**config.mk**
```make
export PLATFORM = sky130hd
export DESIGN_NAME = boid_plotter
export DESIGN_NICKNAME = d
export VERILOG_FILES = /design/src/rtl/boid_plotter.sv
export SDC_FILE = /design/constraint.sdc
export NUM_CORES = 1
export LEC_CHECK = 0
export CAP_MARGIN = 20
export CORE_MARGIN = 5
export CORE_UTILIZATION = 50
export CTS_CLUSTER_SIZE = 28
export DETAILED_ROUTE_END_ITERATION = 16
export PLACE_DENSITY_LB_ADDON = 0.1
export SETUP_SLACK_MARGIN = 0.2
export SLEW_MARGIN = 10
export SYNTH_ARGS = -nofsm -noshare
export SYNTH_HDL_FRONTEND = slang
export SYNTH_SLANG_ARGS = --single-unit
```
**constraint.sdc**
```tcl
create_clock -name clk -period 8.25 [get_ports clk]
set_input_delay 1.2375 -clock clk [delete_from_list [all_inputs] [get_ports clk]]
set_output_delay 1.2375 -clock clk [all_outputs]
set_load 0.02 [all_outputs]
```
**src/rtl/boid_plotter.sv**
```systemverilog
// boid_plotter
//   Frame-rate rasteriser for a double-buffered 1-bit boid framebuffer. Each
//   accepted frame tick pulses fb_swap, then walks the boid position RAM and
//   writes a SPRITE_SIZE x SPRITE_SIZE block of set pixels per boid, one pixel
//   slot per clock. Off-screen pixels are clipped, but their slots are still
//   spent so frame timing does not depend on boid positions.
//
// Ports
//   clk, reset_n      clock, asynchronous active-low reset
//   frame_start       one-cycle frame tick (ignored and counted while busy)
//   boid_addr         read index into the boid position RAM (registered)
//   boid_x, boid_y    RAM read data, valid one cycle after boid_addr
//   fb_swap           one-cycle buffer-swap pulse to the framebuffer
//   fb_we             framebuffer write enable (write data is always 1)
//   fb_write_addr     framebuffer write address, y*SCREEN_W + x
//   busy              high while a frame is being drawn
//   frame_done        one-cycle pulse alongside the final write slot
//   dropped_frames    saturating count of ignored frame_start pulses
module boid_plotter #(
    parameter int NUM_BOIDS      = 64,
    parameter int BOID_IDX_WIDTH = 6,
    parameter int COORD_WIDTH    = 10,
    parameter int SCREEN_W       = 640,
    parameter int SCREEN_H       = 480,
    parameter int ADDR_WIDTH     = 19,
    parameter int SPRITE_SIZE    = 2
) (
    input  logic                      clk,
    input  logic                      reset_n,
    input  logic                      frame_start,
    output logic [BOID_IDX_WIDTH-1:0] boid_addr,
    input  logic [COORD_WIDTH-1:0]    boid_x,
    input  logic [COORD_WIDTH-1:0]    boid_y,
    output logic                      fb_swap,
    output logic                      fb_we,
    output logic [ADDR_WIDTH-1:0]     fb_write_addr,
    output logic                      busy,
    output logic                      frame_done,
    output logic [7:0]                dropped_frames
);

    localparam logic [2:0] IDLE  = 3'd0;
    localparam logic [2:0] SWAP  = 3'd1;
    localparam logic [2:0] FETCH = 3'd2;
    localparam logic [2:0] LATCH = 3'd3;
    localparam logic [2:0] DRAW  = 3'd4;
    localparam logic [2:0] DONE  = 3'd5;

    localparam int PW = COORD_WIDTH + 1;  // one guard bit so bx+dx never wraps

    localparam logic [2:0]                S_LAST   = 3'(SPRITE_SIZE - 1);
    localparam logic [BOID_IDX_WIDTH-1:0] IDX_LAST = BOID_IDX_WIDTH'(NUM_BOIDS - 1);
    localparam logic [PW-1:0]             SW       = PW'(SCREEN_W);
    localparam logic [PW-1:0]             SH       = PW'(SCREEN_H);
    localparam logic [ADDR_WIDTH-1:0]     SW_A     = ADDR_WIDTH'(SCREEN_W);

    logic [2:0]                state;
    logic [BOID_IDX_WIDTH-1:0] index;
    logic [COORD_WIDTH-1:0]    bx, by;
    logic [2:0]                dx, dy;

    logic [PW-1:0]         px, py;
    logic                  in_range;
    logic [ADDR_WIDTH-1:0] pix_addr;

    always_comb begin
        px       = PW'(bx) + PW'(dx);
        py       = PW'(by) + PW'(dy);
        in_range = (px < SW) && (py < SH);
        // Only used when in range, where the product fits ADDR_WIDTH exactly.
        pix_addr = ADDR_WIDTH'(py) * SW_A + ADDR_WIDTH'(px);
    end

    // Status outputs are decodes of the state register, so reset clears them
    // immediately.
    assign fb_swap    = (state == SWAP);
    assign frame_done = (state == DONE);
    assign busy       = (state != IDLE);

    always_ff @(posedge clk or negedge reset_n) begin
        if (!reset_n) begin
            state         <= IDLE;
            index         <= '0;
            boid_addr     <= '0;
            bx            <= '0;
            by            <= '0;
            dx            <= '0;
            dy            <= '0;
            fb_we         <= 1'b0;
            fb_write_addr <= '0;
        end else begin
            fb_we <= 1'b0;
            case (state)
                IDLE: begin
                    if (frame_start) state <= SWAP;
                end
                SWAP: begin
                    index     <= '0;
                    boid_addr <= '0;
                    state     <= FETCH;
                end
                FETCH: begin
                    // RAM samples boid_addr on this edge; data is valid in LATCH.
                    state <= LATCH;
                end
                LATCH: begin
                    bx    <= boid_x;
                    by    <= boid_y;
                    dx    <= '0;
                    dy    <= '0;
                    state <= DRAW;
                end
                DRAW: begin
                    // Write slot lands in the following cycle; clipped pixels
                    // simply leave fb_we low for that slot.
                    fb_we <= in_range;
                    if (in_range) fb_write_addr <= pix_addr;
                    if (dx == S_LAST) begin
                        dx <= '0;
                        if (dy == S_LAST) begin
                            dy <= '0;
                            if (index == IDX_LAST) begin
                                state <= DONE;
                            end else begin
                                index     <= index + 1'b1;
                                boid_addr <= index + 1'b1;
                                state     <= FETCH;
                            end
                        end else begin
                            dy <= dy + 1'b1;
                        end
                    end else begin
                        dx <= dx + 1'b1;
                    end
                end
                DONE: begin
                    state <= IDLE;
                end
                default: state <= IDLE;
            endcase
        end
    end

    // Any tick that arrives outside IDLE (DONE included) is dropped.
    always_ff @(posedge clk or negedge reset_n) begin
        if (!reset_n) begin
            dropped_frames <= '0;
        end else if (frame_start && (state != IDLE) && (dropped_frames != 8'hFF)) begin
            dropped_frames <= dropped_frames + 8'd1;
        end
    end

endmodule
```
==> flow_metrics.py, run 1 <==
metrics = {
    "critical_path": {
        "cp-endpoint": "fb_write_addr[17]$_DFFE_PN0P_",
        "cp.required_ps": 8510,
        "cp_slowest_cell": "or4_1",
        "cp-start-kind": "register",
        "slowest_delay_ps": 530,
        "arrival_ps": 4490,
        "end_kind": "register",
        "crit_chain": "ha_1, inv_1, fa_1, nand2b_1, a21oi_1, xor2_1, ha_1, ha_1, a21o_1, a21oi_1, a211oi_1, or3_1, or4_1, a31oi_1",
        "crit_type": "register to register",
        "ff2ff_setup_slack_ps": 4020,
        "cpMostUsedCell": "ha_1",
        "r2r_cells": 14,
        "cp_max_fo": 7,
        "r2r-end": "fb_write_addr[17]$_DFFE_PN0P_",
        "cp_num_cells": 14,
        "critPathBufInv": 1,
        "startpoint": "dy[0]$_DFFE_PN0P_",
        "critPathTopFamily": "adder cells",
        "r2r-start": "dy[0]$_DFFE_PN0P_",
    },
    "cts": {
        "worst_skew_pair.late_latency_ps": 350,
        "cts-htree-levels": 3,
        "holdBufCountCts": 0,
        "cts.clk_slew.worst_paths_ps": 70,
        "numCtsBuffers": 9,
        "cts_sinks": 63,
        "cts_root_buf": "clkbuf_8",
        "cts_tree": "done",
        "cts_max_path_buffers": 2,
        "post_cts_buffers": 0,
        "cts-resized-gates": 0,
    },
    "yosys": {
        "syn_avg_cell_area_sq_um": 10.2,
        "synth_top_family_by_area": "compound AO/OA/AOI/OAI gates",
        "yosysWarnings": 0,
        "synth_compound_area_share_pct": 15.4,
        "yosys.area_share.adder_pct": 10.6,
        "ys_types": 59,
        "ys_ff_latch": 63,
        "synth_xor_area_share_pct": 7.99,
        "yosys.area_share.simple_pct": 14.0,
        "ys_seq_area_share_pct": 39.9,
        "syn_area_sq_mm": 0.00395,
        "synth_mux_area_share_pct": 8.78,
        "synth_cells": 386,
        "synth_fp_nets": 440,
        "synth_flop_cell": "dfrtp_1",
        "synth_edf_count": 0,
        "postSynth.asyncResetShare_pct": 100,
    },
    "layout": {
        "mostFrequentLayoutCell": "dfrtp_1",
        "stdcell_area_sq_mm": 0.00482,
        "fin_util_pct": 62.4,
        "area_growth_pct": 22.2,
        "final_cell_mix": "dfrtp_1, clkdlybuf4s50_1, ha_1",
        "drive_gt1_share_pct": 11.0,
        "diodes": 0,
        "nNetsFinal": 503,
    },
    "global_routing": {
        "grt_usage_pct": 17.1,
        "grt_first_pass_wirelength_mm": 13.7,
        "overflow": 0,
        "antenna_found_initial": 0,
        "grt_max_degree": 64,
        "grt_pass1_vias": 3013,
    },
    "route": {
        "ant_nets": 0,
        "routed_wl_mm": 7.88,
        "wl_met2_mm": 3.63,
        "post_drt_via_cell_ratio": 5.43,
        "wl_met1_mm": 3.80,
        "wl_met3_um": 335,
        "first_iter_violations": 69,
        "wl_per_cell_um": 14.2,
        "dr.max_layer_used": "met4",
        "drcViolationCount": 0,
        "drtPass1Iterations": 4,
        "vias": 3013,
    },
    "power": {
        "ir_drop_mv": 0.201,
        "power_density_mw_per_mm2": 461,
        "p_leak_uw": 0.00204,
    },
    "sta": {
        "min_period_ps": 4230,
        "finalClockSkew_ps": 13.1,
        "setup_slack_ps": 4020,
        "finalHoldViolCount": 0,
        "worstMarginPinSlew_ps": 882,
        "grt_setup_unrepaired": "no",
        "report.final.slew_viol_count": 0,
        "fmax_ghz": 0.237,
        "relSlewSlack_pct": 41.0,
        "setup_viol": 0,
        "fin_crit_sh_pct": 51.2,
        "fin_setup_tns_ps": 0,
    },
    "die": {
        "start_util_pct": 51.1,
        "io_pins": 60,
        "rows": 32,
        "die_h_um": 98.9,
        "core_area_sq_mm": 0.00773,
        "die_w_um": 98.9,
        "die_area_sq_mm": 0.00977,
    },
    "hold_path": {
        "min_path_cells": 1,
        "hold_class": "register to register",
    },
    "place": {
        "placed_area_sq_mm": 0.00462,
        "gp_congestion": 0.877,
        "io_buffers": 59,
        "dpl.hpwl_mm": 5.98,
        "dp_slack_ps": 4070,
    },
    "outcome": {
        "run_status": "completed",
    },
    "flow_run": {
        "max_cap_viol_count": 0,
    },
}
power breakdown:
| part | total (uW) | leakage, uW | internal, uW | switching (uW) |
|---|---|---|---|---|
| logic | 1380 | 0.00114 | 650 | 732 |
| registers | 564 | 0.000788 | 434 | 130 |
| clock network | 281 | 0.000106 | 163 | 117 |
metrics by stage:
stage	cells	hold slack, ps	power (uW)
floorplan	386	486	1600
CTS	555	499	2240
global route	555	510	2440
global placement	540	463	1930
detailed placement	540	484	1950
finish	555	497	2230
cells in the mapped netlist, types with 5 or more instances:
| cell | number | share of area, % |
|---|---|---|
| dfrtp_1 | 63 | 40 |
| ha_1 | 27 | 8.6 |
| o21ai_0 | 26 | 3.3 |
| nand2_1 | 24 | 2.3 |
| a21oi_1 | 21 | 2.7 |
| mux2_2 | 21 | 6.0 |
| xnor2_1 | 21 | 4.7 |
| nor2_1 | 20 | 1.9 |
| inv_1 | 17 | 1.6 |
| xor2_1 | 15 | 3.3 |
| nand3_1 | 14 | 1.8 |
| o21ai_1 | 9 | 1.1 |
| nor3_1 | 8 | 1.0 |
| a21o_1 | 6 | 1.1 |
| mux2_4 | 6 | 2.3 |
| a31oi_1 | 5 | 0.79 |
| and3_1 | 5 | 0.79 |
| nand2b_1 | 5 | 0.79 |
area by class of cell:
cell class	count	area, sq um
multi-input combinational	296	2240
sequential	63	1580
clock inverter	2	38.8
clock buffer	13	169
tap	102	128
fill	659	2900
timing repair buffer	61	601
inverter	18	72.6
flip-flops by register name, indices dropped and copies added (netlist names):
register        flops
dropped_frames      8
fb_write_addr      19
dx                  3
dy                  3
index               6
bx                 10
state               3
fb_we               1
by                 10
per-layer routing:
metal	global-route usage, %	up-vias
met1	23.0	1420
met2	27.1	53
met5	0	-
met3	3.75	14
met4	6.62	0
li1	-	1526
logic make-up after synthesis:
family / count (synthesis)
buffers and inverters: 27
adder cells (fa/ha/maj): 31
XOR/XNOR: 36
flip-flops: 63
multiplexers: 29
AND/OR/NAND/NOR: 105
AO/OA/AOI/OAI: 95
worst min-delay path by stage:
| stage | slack (ps) | from | end |
|---|---|---|---|
| after global placement | 460 | fb_write_addr[8]$_DFFE_PN0P_ | fb_write_addr[8]$_DFFE_PN0P_ |
| after CTS | 500 | fb_write_addr[1]$_DFFE_PN0P_ | fb_write_addr[1]$_DFFE_PN0P_ |
| after global routing | 510 | fb_write_addr[1]$_DFFE_PN0P_ | fb_write_addr[1]$_DFFE_PN0P_ |
| after detailed placement | 480 | fb_write_addr[1]$_DFFE_PN0P_ | fb_write_addr[1]$_DFFE_PN0P_ |
| after floorplan | 490 | bx[0]$_DFFE_PN0P_ | bx[0]$_DFFE_PN0P_ |
| final | 500 | fb_write_addr[1]$_DFFE_PN0P_ | fb_write_addr[1]$_DFFE_PN0P_ |
Power figures use the tool's default switching activity.
==> inputs of run 2 (changes only) <==
--- a/config.mk
+++ b/config.mk
@@ -7,7 +7,7 @@
 export LEC_CHECK = 0
 export CAP_MARGIN = 20
 export CORE_MARGIN = 5
-export CORE_UTILIZATION = 50
+export CORE_UTILIZATION = 49
 export CTS_CLUSTER_SIZE = 28
 export DETAILED_ROUTE_END_ITERATION = 16
 export PLACE_DENSITY_LB_ADDON = 0.1
==> constraint.sdc (replaced) <==
create_clock -name clk -period 3.5 [get_ports clk]
set_input_delay 0.525 -clock clk [delete_from_list [all_inputs] [get_ports clk]]
set_output_delay 0.525 -clock clk [all_outputs]
set_load 0.02 [all_outputs]
==> flow_metrics.py, run 2 (same netlist as run 1, synthesis figures left out) <==
metrics = {
    "route": {
        "first_iter_violations": 58,
        "vias": 3231,
        "routed_wl_mm": 8.75,
        "post_drt_via_cell_ratio": 5.40,
        "wl_per_cell_um": 14.6,
        "drtPass1Iterations": 4,
        "drcViolationCount": 0,
        "ant_nets": 0,
    },
    "critical_path": {
        "slowest_delay_ps": 540,
        "cpMostUsedCell": "ha_4",
        "cp_max_fo": 4,
        "end_kind": "register",
        "cp_slowest_cell": "or4_1",
        "cp.required_ps": 3760,
        "crit_chain": "ha_1, a21o_1, a21oi_1, buf_4, xnor2_1, ha_4, ha_4, fa_2, a211oi_4, nor2_1, xor2_1, nand3_1, or4_1, a31oi_1",
        "ff2ff_setup_slack_ps": -160,
        "crit_type": "register to register",
        "cp-start-kind": "register",
        "arrival_ps": 3930,
    },
    "place": {
        "placed_area_sq_mm": 0.00496,
        "io_buffers": 59,
        "dpl.hpwl_mm": 6.67,
        "gp_congestion": 0.872,
        "dp_cells": 575,
    },
    "power": {
        "ir_drop_mv": 0.533,
        "sw_frac_of_total_pct": 42.8,
        "seqPwrFrac_pct": 20.7,
        "p_sw_uw": 2680,
        "power_uw": 6260,
        "p_int_uw": 3580,
        "clkPwrFrac_pct": 9.1,
        "combPwrFrac_pct": 70.2,
        "p_leak_uw": 0.00227,
        "power_density_mw_per_mm2": 1190,
    },
    "sta": {
        "setup_slack_ps": -164,
        "setup_viol": 3,
        "finalHoldViolCount": 0,
        "fin_setup_tns_ps": -452,
        "finalClockSkew_ps": 11.9,
        "report.final.slew_viol_count": 0,
        "holdWs_ps": 181,
        "grt_setup_unrepaired": "yes",
        "relSlewSlack_pct": 53.8,
        "fmax_ghz": 0.273,
        "min_period_ps": 3660,
        "worstMarginPinSlew_ps": 691,
        "fin_crit_sh_pct": 105,
    },
    "die": {
        "start_util_pct": 50.8,
        "io_pins": 60,
        "core_area_sq_mm": 0.00777,
        "die_h_um": 99.8,
        "rows": 32,
        "die_w_um": 99.8,
        "die_area_sq_mm": 0.00995,
    },
    "layout": {
        "stdcell_area_sq_mm": 0.00528,
        "area_growth_pct": 33.7,
        "diodes": 0,
        "drive_gt1_share_pct": 23.0,
        "nNetsFinal": 545,
        "regMostFlops": "fb_write_addr",
        "final_cells": 598,
        "mostFrequentLayoutCell": "dfrtp_1",
        "largestRegisters": "fb_write_addr: 19 flops, bx: 10 flops, by: 10 flops",
        "largest_reg_flops": 19,
        "final_cell_mix": "dfrtp_1, clkdlybuf4s50_1, buf_4",
    },
    "cts": {
        "cts_sinks": 63,
        "cts_root_buf": "clkbuf_8",
        "numCtsBuffers": 9,
        "cts.clk_slew.worst_paths_ps": 70,
        "worst_skew_pair.late_latency_ps": 340,
        "cts-htree-levels": 3,
        "cts_tree": "done",
        "cts_max_path_buffers": 2,
    },
    "flow_run": {
        "max_cap_viol_count": 0,
    },
    "global_routing": {
        "grt_pass1_vias": 3172,
        "grt_max_degree": 39,
        "grt_usage_pct": 18.2,
        "overflow": 0,
        "grt_first_pass_wirelength_mm": 14.6,
        "antenna_found_initial": 0,
    },
    "hold_path": {
        "hold_class": "primary input to async pin",
    },
    "outcome": {
        "failed_checks": "setup timing",
        "run_status": "finished with violations",
    },
}
[run 2: power groups by stage]
stage | sequential (uW) | clock (uW) | combinational [uW]
after floorplan | 1430 | 0 | 2480
after global placement | 1290 | 0 | 3850
after detailed placement | 1300 | 0 | 3920
after CTS | 1290 | 585 | 4070
after global routing | 1350 | 621 | 4810
final | 1290 | 570 | 4400
[run 2: final cells by class]
type | count | area, sq um
Clock buffer | 13 | 159
Tap cell | 102 | 128
Fill cell | 629 | 2490
Inverter | 18 | 72.6
Sequential cell | 63 | 1580
Multi-Input combinational cell | 296 | 2400
Clock inverter | 3 | 17.5
Timing Repair Buffer | 103 | 923
[run 2: path summary, 6_finish.rpt]
| kind | startpoint | endpoint | cells past startpoint |
|---|---|---|---|
| hold / removal | reset_n | fb_write_addr[18]$_DFFE_PN0P_ | 1 |
| hold reg to reg | fb_write_addr[8]$_DFFE_PN0P_ | fb_write_addr[8]$_DFFE_PN0P_ | 1 |
| max in group asynchronous | reset_n | fb_write_addr[1]$_DFFE_PN0P_ | 2 |
| setup reg to reg | by[1]$_DFFE_PN0P_ | fb_write_addr[17]$_DFFE_PN0P_ | 14 |
| min in group clk | fb_write_addr[8]$_DFFE_PN0P_ | fb_write_addr[8]$_DFFE_PN0P_ | 1 |
| setup / recovery | by[1]$_DFFE_PN0P_ | fb_write_addr[17]$_DFFE_PN0P_ | 14 |
[run 2: critical path: cells and delay by family, from the launching register on]
family | cells | cell delay, ps
AOI/OAI and AO/OA | 4 | 730
xor gates and xnor gates | 2 | 430
adders and majority gates | 4 | 1170
buffers and inverters | 1 | 140
DFF | 1 | 380
and+or+nand+nor | 3 | 740
[run 2: metrics by stage]
step	setup WS [ps]	util, %
2_1_floorplan	-54.6	-
3_3_place_gp	-55.6	63.9
3_5_place_dp	-171	63.9
4_1_cts	-129	66.7
5_1_grt	-383	68.0
6_report	-164	68.0
[run 2: repair_timing]
item                                    CTS  global route
hold buffers                              0             0
buffers inserted                          3             4
gates resized for setup                   2            11
endpoints found under the setup margin    4             6
pin swaps                                 5             5
[run 2: per-layer routing]
metal | wire length [um] | part of all wire (%) | GRT usage (%)
met1 | 3840 | 44 | 22.7
met2 | 4360 | 50 | 30.8
met3 | 401 | 4.6 | 4.49
met5 | 0 | 0 | 0
met4 | 157 | 1.8 | 6.30
==> inputs of run 3 (changes only) <==
--- a/config.mk
+++ b/config.mk
@@ -8,7 +8,7 @@
 export CAP_MARGIN = 20
 export CORE_MARGIN = 5
 export CORE_UTILIZATION = 49
-export CTS_CLUSTER_SIZE = 28
+export CTS_CLUSTER_SIZE = 16
 export DETAILED_ROUTE_END_ITERATION = 16
 export PLACE_DENSITY_LB_ADDON = 0.1
 export SETUP_SLACK_MARGIN = 0.2
==> results of run 3 <==
The final DEF is identical to that of run 2; final timing and power are the same.
